--- src/rtl/core_inst_pkg.sv ---
// Shared definitions for the core instruction sequencer: inst field positions,
// the idle instruction word and the sequencer FSM states.
package core_inst_pkg;

    localparam int unsigned InstW = 34;
    localparam int unsigned AddrW = 11;

    localparam int unsigned InstAcc         = 33;
    localparam int unsigned InstPsumCen     = 32;
    localparam int unsigned InstPsumWen     = 31;
    localparam int unsigned InstPsumAddrLsb = 20;
    localparam int unsigned InstXmemCen     = 19;
    localparam int unsigned InstXmemWen     = 18;
    localparam int unsigned InstXmemAddrLsb = 7;
    localparam int unsigned InstOfifoRd     = 6;
    localparam int unsigned InstIfifoWr     = 5;
    localparam int unsigned InstIfifoRd     = 4;
    localparam int unsigned InstL0Rd        = 3;
    localparam int unsigned InstL0Wr        = 2;
    localparam int unsigned InstExec        = 1;
    localparam int unsigned InstLoad        = 0;

    // Both SRAMs disabled, no strobes, addresses 0, mode bit 0.
    localparam logic [InstW-1:0] InstIdle = 34'h1_800C_0000;

    typedef enum logic [2:0] {
        StIdle,
        StWL0,
        StWPe,
        StAL0,
        StExec,
        StDrain,
        StDone
    } state_e;

    function automatic int unsigned max_u(input int unsigned a, input int unsigned b);
        return (a > b) ? a : b;
    endfunction

endpackage

--- src/rtl/core_inst_sequencer.sv ---
// Generates the 34-bit core instruction stream for one weight-stationary
// convolution pass (weight load, activation fetch, execute, psum drain per kij).
module core_inst_sequencer
    import core_inst_pkg::*;
#(
    parameter int unsigned row     = 8,
    parameter int unsigned col     = 8,
    parameter int unsigned len_kij = 9,
    parameter int unsigned len_nij = 36,
    parameter int unsigned addr_w  = AddrW
) (
    input  logic              clk,
    input  logic              reset,
    input  logic              start,
    input  logic              mode,
    input  logic [addr_w-1:0] w_base,
    input  logic [addr_w-1:0] a_base,
    input  logic [addr_w-1:0] p_base,
    output logic [InstW-1:0]  inst,
    output logic              busy,
    output logic              done,
    output logic [3:0]        kij_idx
);

    localparam int unsigned MaxLen = max_u(max_u(col + 1, col + row),
                                           max_u(len_nij + 1, len_nij + row + col));
    localparam int unsigned CntW = (MaxLen > 1) ? $clog2(MaxLen) : 1;
    localparam int unsigned OffW = addr_w - 1;

    localparam logic [CntW-1:0] ColCnt   = CntW'(col);
    localparam logic [CntW-1:0] NijCnt   = CntW'(len_nij);
    localparam logic [CntW-1:0] WPeLast  = CntW'(col + row - 1);
    localparam logic [CntW-1:0] ExecLast = CntW'(len_nij + row + col - 1);
    localparam logic [3:0]      KijLast  = 4'(len_kij - 1);

    state_e              state_q, state_d;
    logic [CntW-1:0]     cnt_q, cnt_d, last_cnt;
    logic [3:0]          kij_q, kij_d;
    logic                mode_q, mode_d;
    logic [addr_w-1:0]   w_base_q, w_base_d, a_base_q, a_base_d, p_base_q, p_base_d;
    logic [InstW-1:0]    inst_q, inst_d;
    logic                busy_q, busy_d, done_q, done_d;
    logic                x_read;
    logic [addr_w-1:0]   x_base, x_sum;
    logic [OffW-1:0]     x_off;

    always_comb begin
        state_d  = state_q;
        cnt_d    = cnt_q;
        kij_d    = kij_q;
        mode_d   = mode_q;
        w_base_d = w_base_q;
        a_base_d = a_base_q;
        p_base_d = p_base_q;
        case (state_q)
            StWL0:   last_cnt = ColCnt;
            StWPe:   last_cnt = WPeLast;
            StAL0:   last_cnt = NijCnt;
            StExec:  last_cnt = ExecLast;
            StDrain: last_cnt = NijCnt;
            default: last_cnt = '0;
        endcase
        case (state_q)
            StIdle: begin
                if (start) begin
                    state_d  = StWL0;
                    cnt_d    = '0;
                    kij_d    = '0;
                    mode_d   = mode;
                    w_base_d = w_base;
                    a_base_d = a_base;
                    p_base_d = p_base;
                end
            end
            StDone: state_d = StIdle;
            default: begin
                if (cnt_q == last_cnt) begin
                    cnt_d = '0;
                    case (state_q)
                        StWL0:  state_d = StWPe;
                        StWPe:  state_d = StAL0;
                        StAL0:  state_d = StExec;
                        StExec: state_d = StDrain;
                        StDrain: begin
                            if (kij_q == KijLast) begin
                                state_d = StDone;
                            end else begin
                                kij_d   = kij_q + 4'd1;
                                state_d = StWL0;
                            end
                        end
                        default: state_d = StIdle;
                    endcase
                end else begin
                    cnt_d = cnt_q + CntW'(1);
                end
            end
        endcase
    end

    // The instruction is built from next-state values so that inst lines up
    // with state_q after the edge.
    always_comb begin
        inst_d                  = InstIdle;
        inst_d[InstXmemAddrLsb] = mode_d;
        x_read                  = 1'b0;
        x_base                  = '0;
        x_off                   = '0;
        case (state_d)
            StWL0: begin
                x_read           = cnt_d < ColCnt;
                x_base           = w_base_d;
                x_off            = OffW'(kij_d) * OffW'(col) + OffW'(cnt_d);
                inst_d[InstL0Wr] = cnt_d != '0;
            end
            StWPe: begin
                inst_d[InstL0Rd] = cnt_d < ColCnt;
                inst_d[InstLoad] = cnt_d < ColCnt;
            end
            StAL0: begin
                x_read           = cnt_d < NijCnt;
                x_base           = a_base_d;
                x_off            = OffW'(cnt_d);
                inst_d[InstL0Wr] = cnt_d != '0;
            end
            StExec: begin
                inst_d[InstL0Rd] = cnt_d < NijCnt;
                inst_d[InstExec] = cnt_d < NijCnt;
            end
            StDrain: begin
                inst_d[InstOfifoRd] = cnt_d < NijCnt;
                if (cnt_d != '0) begin
                    inst_d[InstPsumCen] = 1'b0;
                    inst_d[InstPsumWen] = 1'b0;
                    inst_d[InstPsumAddrLsb +: addr_w] = p_base_d + addr_w'(cnt_d - CntW'(1));
                    inst_d[InstAcc]     = kij_d != '0;
                end
            end
            default: ;
        endcase
        // Addresses step by 2; bit 0 is the mode bit, so the base LSB is dropped.
        x_sum = (x_base & ~addr_w'(1)) + {x_off, 1'b0};
        if (x_read) begin
            inst_d[InstXmemCen] = 1'b0;
            inst_d[InstXmemAddrLsb +: addr_w] = x_sum | addr_w'(mode_d);
        end
        busy_d = state_d != StIdle;
        done_d = state_d == StDone;
    end

    always_ff @(posedge clk or negedge reset) begin
        if (!reset) begin
            state_q  <= StIdle;
            cnt_q    <= '0;
            kij_q    <= '0;
            mode_q   <= 1'b0;
            w_base_q <= '0;
            a_base_q <= '0;
            p_base_q <= '0;
            inst_q   <= InstIdle;
            busy_q   <= 1'b0;
            done_q   <= 1'b0;
        end else begin
            state_q  <= state_d;
            cnt_q    <= cnt_d;
            kij_q    <= kij_d;
            mode_q   <= mode_d;
            w_base_q <= w_base_d;
            a_base_q <= a_base_d;
            p_base_q <= p_base_d;
            inst_q   <= inst_d;
            busy_q   <= busy_d;
            done_q   <= done_d;
        end
    end

    assign inst    = inst_q;
    assign busy    = busy_q;
    assign done    = done_q;
    assign kij_idx = kij_q;

endmodule

--- config.mk ---
export PLATFORM = sky130hd
export DESIGN_NAME = core_inst_sequencer
export DESIGN_NICKNAME = d
export VERILOG_FILES = /design/src/rtl/core_inst_pkg.sv /design/src/rtl/core_inst_sequencer.sv
export SDC_FILE = /design/constraint.sdc
export NUM_CORES = 1
export LEC_CHECK = 0
export CAP_MARGIN = 25
export CORE_ASPECT_RATIO = 0.6
export CORE_UTILIZATION = 40
export DETAILED_ROUTE_END_ITERATION = 12
export DONT_BUFFER_PORTS = 1
export PLACE_DENSITY = 0.57
export SYNTH_ARGS = -nofsm -noshare
export SYNTH_HDL_FRONTEND = slang
export SYNTH_SLANG_ARGS = --single-unit
--- constraint.sdc ---
create_clock -name clk -period 11.9 [get_ports clk]
set_clock_uncertainty 0.2 [all_clocks]
set_input_delay 1.785 -clock clk [delete_from_list [all_inputs] [get_ports clk]]
set_output_delay 1.785 -clock clk [all_outputs]
set_load 0.02 [all_outputs]
==> reports/metrics.yaml, run 1 <==
nFillCells: 1101
start_kind: "primary input"
fin_crit_ps: 5580
grt-ovfl-total: 0
cap_viol_max_count: 0
synth_top_area_share_pct: 39.6
drt_iter0_markers: 285
setup_violations: 0
path_max_fanout: 8
synth_edf_count: 0
crit_start: "start"
core-area_mm2: 0.0113
max_freq_mhz: 179
synth-async-reset-ratio_pct: 100
via_per_inst: 5.39
yosys_warnings: 0
drc: 0
cts_tree: "yes"
cp.required_ps: 11900
cts_buffers: 9
reg2regPathDepth: 22
layout-drive-gt1-share_pct: 15.5
arrival_ps: 5570
place_inst: 603
grt_max_degree: 77
grt_pass1_wl_um: 17000
reg2reg_from: "state_q[1]"
worstHoldStart: "w_base_q[4]"
nets: 520
tightest_slew_ps: 736
synth-seq-cells: 76
min_period_over_period_pct: 46.9
vias: 3338
avgSynthCellArea_um2: 10.1
postPlaceCellArea_mm2: 0.00474
finalSetupTns_ps: 0
start_util_pct: 41.3
ys.flop_type: "dfrtp_1"
area_growth_pct: 7.70
holdCritPathClass: "flop to flop"
clkLatencyLatePin_ps: 330
rsz0062_at_grt: "no"
cts_buffer_depth: 2
clkTransAtPathRegs_ps: 60
wl_per_cell_um: 16.7
antenna_cells: 0
status: "complete, no violations"
cts_sinks: 76
relSlewSlack_pct: 50.8
worstSetupPathType: "primary input to flop"
ant_nets: 0
dp_hpwl_um: 7390
synth_cell_type_count: 68
maxSlewViolCount: 0
holdPathStages: 1
final_common_cell: "dfrtp_1"
root_buffer: "clkbuf_16"
row_count: 30
htree_levels: 3
cts_resized: 0
wirelength_um: 10300
yosysSeqAreaShare_pct: 40.7
dieArea_mm2: 0.0121
post_cts_buffers: 0
dr.pass1.iters: 5
mappedNetlistArea_mm2: 0.00468
critPathCaptureType: "flop"
first_global_vias: 3270
die_width_um: 142
synthCells: 465
design_area_mm2: 0.00504
cts-hold-fix-buffers: 0
yosysTopAreaCell: "dfrtp_1"
mostFrequentLayoutCells: "dfrtp_1 (74), nor2_1 (47), inv_1 (35), mux2_2 (33), ha_1 (26)"
grt_util_all_layers_pct: 18.1
antenna_found_initial: 0
yosys-top-cells-area: "dfrtp_1 (40%), mux2_2 (7.9%), ha_1 (7.0%), nor2_1 (3.8%), mux2i_1 (3.0%)"
layout.cells.non_filler: 619
die_h_um: 85.8
finalHoldViolations: 0
gp_congestion: 0.838
pin_count: 77
placement.io_buffers: 0
-- per-stage QoR --
| stage | util (%) | hold WS (ps) | setup slack (ps) |
|---|---|---|---|
| floorplan | - | 268 | 6650 |
| global route | 44.4 | 308 | 5980 |
| detailed placement | 41.8 | 285 | 6010 |
| finish | 44.4 | 294 | 6320 |
| CTS | 44.4 | 298 | 6360 |
| global placement | 41.8 | 281 | 6070 |
-- logic make-up after synthesis --
family | Yosys count | synth area share, %
adder cells (fa/ha/maj) | 29 | 8.24
XOR/XNOR | 16 | 3.00
buffers and inverters | 63 | 6.58
flip-flops | 76 | 40.7
AO/OA/AOI/OAI | 91 | 14.0
multiplexers | 47 | 10.9
other | 2 | 0.161
AND/OR/NAND/NOR | 141 | 16.4
-- routing by layer --
metal  GRT usage [%]  vias to the layer above  wire length (um)
met5               0                        -                 0
met4            4.30                        0                70
met3            5.19                        8               602
met2            26.2                       98              4300
met1            26.5                     1622              5350
li1                -                     1610                 -
-- layout make-up --
class | instances | area, um2 | share of cell area [%]
clock buffers | 12 | 246 | 4.89
clock inverters | 4 | 48.8 | 0.968
inverters | 35 | 131 | 2.61
multi-input cells | 327 | 2470 | 49.0
flip-flops and latches | 76 | 1900 | 37.8
well taps | 160 | 200 | 3.97
repair buffers | 5 | 37.5 | 0.745
-- flip-flops by register name, summed over array words and instances (netlist names) --
| signal | count |
|---|---|
| inst | 30 |
| done | 1 |
| busy | 1 |
| state_q | 3 |
| a_base_q | 10 |
| kij_idx | 4 |
| cnt_q | 6 |
| p_base_q | 11 |
| w_base_q | 10 |
-- critical path: stages --
cell and delay (ps):
nor3_1 140, a21oi_1 90, nor2_1 600, a21o_1 140, a22o_1 290, ha_1 230, inv_1 60, fa_1 390
xor2_1 150, nor2_1 50, a21oi_1 140, nor2_1 60, ha_1 300, o21ai_0 130, o21ai_0 180, o211ai_1 140
nor4b_1 260, mux2i_1 140, xor2_1 160, nor2b_1 130
-- Yosys cell counts (5+ instances only) --
cell	number
buf_2	6
mux2i_1	14
xor2_1	6
nor3_1	12
ha_1	26
nand2_1	13
a21oi_1	21
xnor2_1	10
clkbuf_1	6
nor2_1	47
mux2_2	33
dfrtp_1	74
and3_1	6
buf_4	13
inv_1	35
nand3_1	13
o21ai_0	22
nor2b_1	6
a21o_1	9
or3_1	5
nand3b_1	7
-- worst paths after layout --
kind                          endpoint  slack, ps
max                           inst[17]       6320
min in group asynchronous  p_base_q[0]        950
min                        w_base_q[4]        290
max in group asynchronous     inst[19]      10350
max reg2reg                   inst[17]       6340
min reg2reg                w_base_q[4]        290
Power of run 1 is not shown: default switching activity piles up to over one toggle a cycle in this logic, so the estimate is an artifact.
==> run 2: changes to the inputs <==
--- a/config.mk
+++ b/config.mk
@@ -5,6 +5,7 @@
 export SDC_FILE = /design/constraint.sdc
 export NUM_CORES = 1
 export LEC_CHECK = 0
+export ABC_AREA = 1
 export CAP_MARGIN = 25
 export CORE_ASPECT_RATIO = 0.6
 export CORE_UTILIZATION = 40
==> constraint.sdc (replaced) <==
create_clock -name clk -period 5.35 [get_ports clk]
set_clock_uncertainty 0.2 [all_clocks]
set_input_delay 0.8025 -clock clk [delete_from_list [all_inputs] [get_ports clk]]
set_output_delay 0.8025 -clock clk [all_outputs]
set_load 0.02 [all_outputs]
==> run 2 against run 1 <==
  * The flow now finishes with violations (DRC)
  * Non-clock buffer count is 1 lower
  * Global-route usage increased by 2.4 points
  * Count of clock-buffer cells in the layout increased by 1
  * Synthesized cell count up 22%
  * Worst setup slack worse by 5500 ps
  * Sequential cell count stayed put
  * First-iteration DRC count decreased by 1.1%
  * Utilization grew 1.8 points
  * Register-to-register slack got worse by 5500 ps
  * Routed wire length rose by 8.2%
  * Critical path depth rose by 7
  * Final cell count increased by 15%
==> reports/metrics.yaml, run 2 <==
status: "complete, but fails checks"
violations: "DRC"
cap_viol_max_count: 0
synth_top_family_by_area: "simple AND/OR/NAND/NOR gates"
pin_count: 77
route.met2.wl_um: 3760
cts_tree: "yes"
post_cts_buffers: 0
drc: 5
first_global_vias: 3213
dr.pass1.iters: 12
nets: 636
synthCells: 567
finalSetupTns_ps: 0
row_count: 29
pre_cts_ws_ps: 936
reg2regPathDepth: 27
power-per-cell-area_mw_per_mm2: 252
synth.area.mux_share_pct: 0
holdCritPathClass: "primary input to asynchronous set/reset pin"
root_buffer: "clkbuf_16"
r2r_slack_ps: 840
reg2reg_from: "state_q[1]"
antenna_found_initial: 0
core-area_mm2: 0.0108
start_util_pct: 41.8
area_growth_pct: 10.6
cts_sinks: 76
dr_wl_met3_um: 964
avgSynthCellArea_um2: 7.95
mappedNetlistArea_mm2: 0.00451
synth_xor_area_share_pct: 3.50
placement.io_buffers: 0
synth-seq-cells: 76
worstSetupPathType: "flop to flop"
yosysMostFrequentCell: "nand2_1"
arrival_ps: 4530
yosysSeqAreaShare_pct: 42.3
dieArea_mm2: 0.0117
critPathCaptureType: "flop"
yosys.area_share.simple_pct: 30.6
vias: 3510
synth-async-reset-ratio_pct: 100
cts_resized: 0
setup_violations: 0
yosys-top-cells-area: "dfrtp_1 (41%), nand2_1 (15%), ha_1 (7.2%), inv_1 (5.1%), nor2_1 (3.6%)"
clkLatencyLatePin_ps: 340
relSlewSlack_pct: 65.8
grt_util_all_layers_pct: 20.5
cp.required_ps: 5370
clkTransAtPathRegs_ps: 60
finalHoldViolations: 0
largest_reg_flops: 30
min_period_over_period_pct: 84.3
r2r-end: "inst[17]"
mostFrequentLayoutCells: "nand2_1 (184), dfrtp_1 (74), inv_1 (61), nor2_1 (43), nand3_1 (30)"
cts_buffer_depth: 2
htree_levels: 3
rsz0062_at_grt: "no"
gp_congestion: 0.865
synth_compound_area_share_pct: 7.28
synth_edf_count: 0
start_kind: "flop"
path_max_fanout: 9
final_common_cell: "nand2_1"
grt_max_degree: 75
wirelength_um: 11200
synth_top_area_share_pct: 41.1
finalWorstSetupSlack_ps: 839
yosys_warnings: 0
layout-drive-gt1-share_pct: 11.3
tightest_slew_ps: 512
grt-ovfl-total: 0
yosysTopAreaCell: "dfrtp_1"
leakagePower_nw: 2.71
wl_per_cell_um: 15.6
synth_cell_type_count: 39
synth_common_cells: "nand2_1 (184), dfrtp_1 (74), inv_1 (61)"
max_freq_mhz: 222
dp_hpwl_um: 8560
ir_drop_uv: 158
wl_met1_um: 6360
ant_nets: 0
via_per_inst: 4.92
total_power_mw: 1.26
drt_iter0_markers: 282
die_width_um: 139
fin_crit_ps: 4510
die_h_um: 84.2
highest_layer: "met4"
maxSlewViolCount: 0
cts_buffers: 9
ys.flop_type: "dfrtp_1"
final_core_util_pct: 46.2
grt_pass1_wl_um: 17900
synth_fa_ha_area_share_pct: 8.55
antenna_cells: 0
hold_ws_ps: 107
[run 2: cell count changes in the layout (fill, tap and decap cells not counted), sizes merged, moves of 7 or more]
cell	before	now
nand2	14	192
a21o	9	0
mux2	33	0
nor2b	7	0
inv	35	69
nor3	16	7
nor2	47	58
xnor2	10	3
nand3	13	35
and3	7	0
xor2	6	15
nand3b	7	0
mux2i	14	0
[run 2: worst max-delay path by stage]
| stage | startpoint | endpoint | slack [ps] | cells past startpoint |
|---|---|---|---|---|
| after floorplan | state_q[0] | inst[17] | 1470 | 27 |
| after global placement | state_q[1] | inst[17] | 960 | 27 |
| after detailed placement | state_q[1] | inst[17] | 940 | 27 |
| after CTS | state_q[1] | inst[17] | 890 | 27 |
| after global routing | state_q[1] | inst[17] | 240 | 28 |
| final | state_q[1] | inst[17] | 840 | 27 |
[run 2: cell type report]
cell class / count / area, um2
fill: 1054 / 5790
tap: 139 / 174
sequential: 76 / 1900
multi-input combinational: 410 / 2260
clock inverter: 3 / 68.8
inverter: 69 / 264
clock buffer: 13 / 260
timing repair buffer: 4 / 50.0
[run 2: where the power goes]
| part | leakage (nW) | internal, mW | total (mW) | switching (mW) |
|---|---|---|---|---|
| clock network | 0.160 | 0.435 | 0.666 | 0.231 |
| registers | 0.992 | 0.575 | 0.575 | 0 |
| logic | 1.56 | 0.00226 | 0.0151 | 0.0128 |
| total | 2.71 | 1.01 | 1.26 | 0.244 |
[run 2: layer usage]
metal,vias up,global-route usage (%)
met1,1573,35.0
met2,128,23.7
met3,9,5.99
met4,0,4.55
li1,1800,-
met5,-,0
[run 2: cells by family (layout without fill, tap and decap cells)]
kind of cell    after synthesis  in the layout
buf+inv                      82             89
fa+ha+maj                    29             29
compound gates               54             54
simple gates                306            306
flops                        76             76
other cells                   2              3
xor+xnor                     18             18
[run 2: critical path, cell delays in order (launching register included)]
cell and delay (ps):
dfrtp_1 470, inv_1 180, nand3_2 130, nand3_1 100, nand2_1 90, nor2_4 190, nand3_4 160, nor2_1 200
nand2_1 80, o21ai_0 70, o21ai_0 140, inv_1 120, ha_1 180, inv_1 60, fa_1 370, or2_2 320
nand3_1 110, o21ai_0 110, ha_1 310, inv_1 50, nor2_1 140, nor2_1 60, o21bai_1 200, nand2_1 70
nand2_1 80, nand3_1 80, nand2_1 80, nor2_2 30
[run 2: metrics by stage]
stage | cells | cell area [um2]
floorplan | 568 | 4510
global placement | 697 | 4630
detailed placement | 697 | 4630
CTS | 714 | 4980
global route | 714 | 4980
finish | 714 | 4980
[run 2: what timing repair did]
item / in CTS / in global routing
hold buffers: 1 / 0
endpoints found under the hold margin: 74 / 0
setup endpoints to repair: 0 / 0
(Power assumes the default switching activity.)
==> run 3: changes to the inputs <==
--- a/config.mk
+++ b/config.mk
@@ -5,13 +5,13 @@
 export SDC_FILE = /design/constraint.sdc
 export NUM_CORES = 1
 export LEC_CHECK = 0
-export ABC_AREA = 1
+export ABC_AREA = 0
 export CAP_MARGIN = 25
 export CORE_ASPECT_RATIO = 0.6
 export CORE_UTILIZATION = 40
 export DETAILED_ROUTE_END_ITERATION = 12
 export DONT_BUFFER_PORTS = 1
-export PLACE_DENSITY = 0.57
+export PLACE_DENSITY = 0.59
 export SYNTH_ARGS = -nofsm -noshare
 export SYNTH_HDL_FRONTEND = slang
 export SYNTH_SLANG_ARGS = --single-unit
==> constraint.sdc (replaced) <==
create_clock -name clk -period 4 [get_ports clk]
set_clock_uncertainty 0.2 [all_clocks]
set_input_delay 0.6 -clock clk [delete_from_list [all_inputs] [get_ports clk]]
set_output_delay 0.6 -clock clk [all_outputs]
set_load 0.02 [all_outputs]
==> run 3 against run 2 <==
  * The flow finishes with violations (setup timing)
  * Worst setup slack worse by 1200 ps
  * Hold slack gained 110 ps
  * Sequential share of layout area fell by 7.9 points
  * Non-clock buffer count rose by 125
  * Sequential cell count unchanged
  * Design area up 26%
  * Maximum frequency up 3.1%
  * Global-route usage hardly changed
  * Critical path type unchanged
  * Final cell count is 4.1% higher
  * Count of clock-buffer cells in the layout shrank 2
==> reports/metrics.yaml, run 3 (synthesis gave the netlist of run 1 again) <==
status: "complete, but fails checks"
violations: "setup timing"
critPathCaptureType: "flop"
via_per_inst: 5.15
grt_pass1_wl_um: 19200
area_growth_pct: 34.5
final_common_cell: "buf_4"
pre_cts_ws_ps: -464
rsz0062_at_grt: "yes"
dieArea_mm2: 0.0121
antenna_cells: 0
placement.io_buffers: 0
ant_nets: 0
cpMaxStageDelayCell: "fa_2"
cts_tree: "yes"
grt-ovfl-total: 0
highest_layer: "met4"
htree_levels: 3
holdPathStages: 1
dp_hpwl_um: 8680
reg2reg_from: "state_q[0]"
finalWorstSetupSlack_ps: -374
max_freq_mhz: 229
grt_util_all_layers_pct: 20.5
mostFrequentLayoutCells: "buf_4 (118), dfrtp_1 (72), nor2_1 (45), inv_1 (32), mux2_2 (31)"
die_h_um: 85.8
root_buffer: "clkbuf_16"
maxSlewViolCount: 0
worstSetupPathType: "flop to flop"
nets: 644
hold_path_end: "a_base_q[9]"
clkTransAtPathRegs_ps: 60
wl_per_cell_um: 16.1
drt_iter0_markers: 200
min_period_over_period_pct: 109
first_global_vias: 3829
route.met2.wl_um: 5200
start_util_pct: 41.3
cts_buffer_depth: 2
crit_start: "state_q[0]"
dr_wl_met3_um: 698
drc: 0
arrival_ps: 4380
worstHoldStart: "a_base[9]"
r2r-end: "inst[17]"
antenna_found_initial: 0
fin_crit_ps: 4370
row_count: 30
cts_buffers: 9
finalHoldViolations: 0
critPathBufInv: 2
layout-drive-gt1-share_pct: 40.5
start_kind: "flop"
path_cells: "xnor2_1 -> a31oi_1 -> o311ai_1 -> buf_4 -> and2_4 -> nand4_1 -> mux2i_1 -> ha_2 -> inv_2 -> fa_2 -> nor2_1 -> a21oi_1 -> nor2_1 -> ha_1 -> o21ai_2 -> o21ai_1 -> o211ai_1 -> nor4b_2 -> mux2i_1 -> xor2_1 -> nor2b_1"
holdCritPathClass: "primary input to flop"
tightest_slew_ps: 700
r2r_slack_ps: -370
cp.required_ps: 4010
vias: 3823
setup_violations: 5
relSlewSlack_pct: 53.3
grt_max_degree: 77
largest_reg_flops: 30
path_max_fanout: 8
wl_met1_um: 5920
cap_viol_max_count: 0
cts_sinks: 76
reg2regPathDepth: 21
clkLatencyLatePin_ps: 340
dr.pass1.iters: 4
wirelength_um: 11900
pin_count: 77
die_width_um: 142
critical_path.top_delay_family: "adder cells"
max_stage_delay_ps: 510
core-area_mm2: 0.0113
gp_congestion: 0.932
run 3: cell count changes in the layout (fill, tap and decap cells not counted), sizes merged, moves of 9 or more:
cell / change
nand2: -178
mux2i: +14
inv: -34
mux2: +33
nor2: -11
buf: +124
xor2: -9
nand3: -22
a21o: +9
nor3: +9
run 3: how the worst max path moves through the flow:
stage / to / slack [ps] / cells past startpoint
global placement: inst[17] / -410 / 23
CTS: inst[17] / -400 / 22
detailed placement: inst[17] / -460 / 22
finish: inst[17] / -370 / 21
global route: inst[17] / -720 / 23
floorplan: inst[17] / -280 / 22
run 3: per-stage QoR:
step | utilization [%] | TNS, ps | instance area, um2 | hold slack [ps] | instances
global route | 55.5 | -2440 | 6290 | 204 | 743
CTS | 54.2 | -1010 | 6140 | 208 | 740
detailed placement | 49.1 | -1630 | 5560 | 109 | 709
floorplan | - | -407 | 4710 | 104 | 466
finish | 55.5 | -838 | 6290 | 217 | 743
global placement | 49.1 | -1120 | 5560 | 109 | 709
run 3: repair_timing:
action | 4_1_cts | 5_1_grt
setup endpoints to repair | 8 | 11
buffers inserted | 13 | 5
resized for setup | 36 | 28
pin swaps | 19 | 29
hold buffers | 2 | 0
gates cloned | 0 | 0
hold endpoints to repair | 76 | 0
run 3: per-layer routing:
layer  up-vias  GRT usage (%)
met5         -              0
met4         0           5.08
met1      1855           29.3
li1       1855              -
met2       101           30.6
met3        12           5.70
run 3: layout make-up:
| type | instances | area [um2] |
|---|---|---|
| fillers | 1035 | 5040 |
| multi-input cells | 327 | 2700 |
| flip-flops and latches | 76 | 1910 |
| repair buffers | 129 | 1020 |
| clock buffers | 11 | 243 |
| well taps | 160 | 200 |
| inverters | 35 | 134 |
| clock inverters | 5 | 85.1 |
Power of run 3 is left out for the same reason.
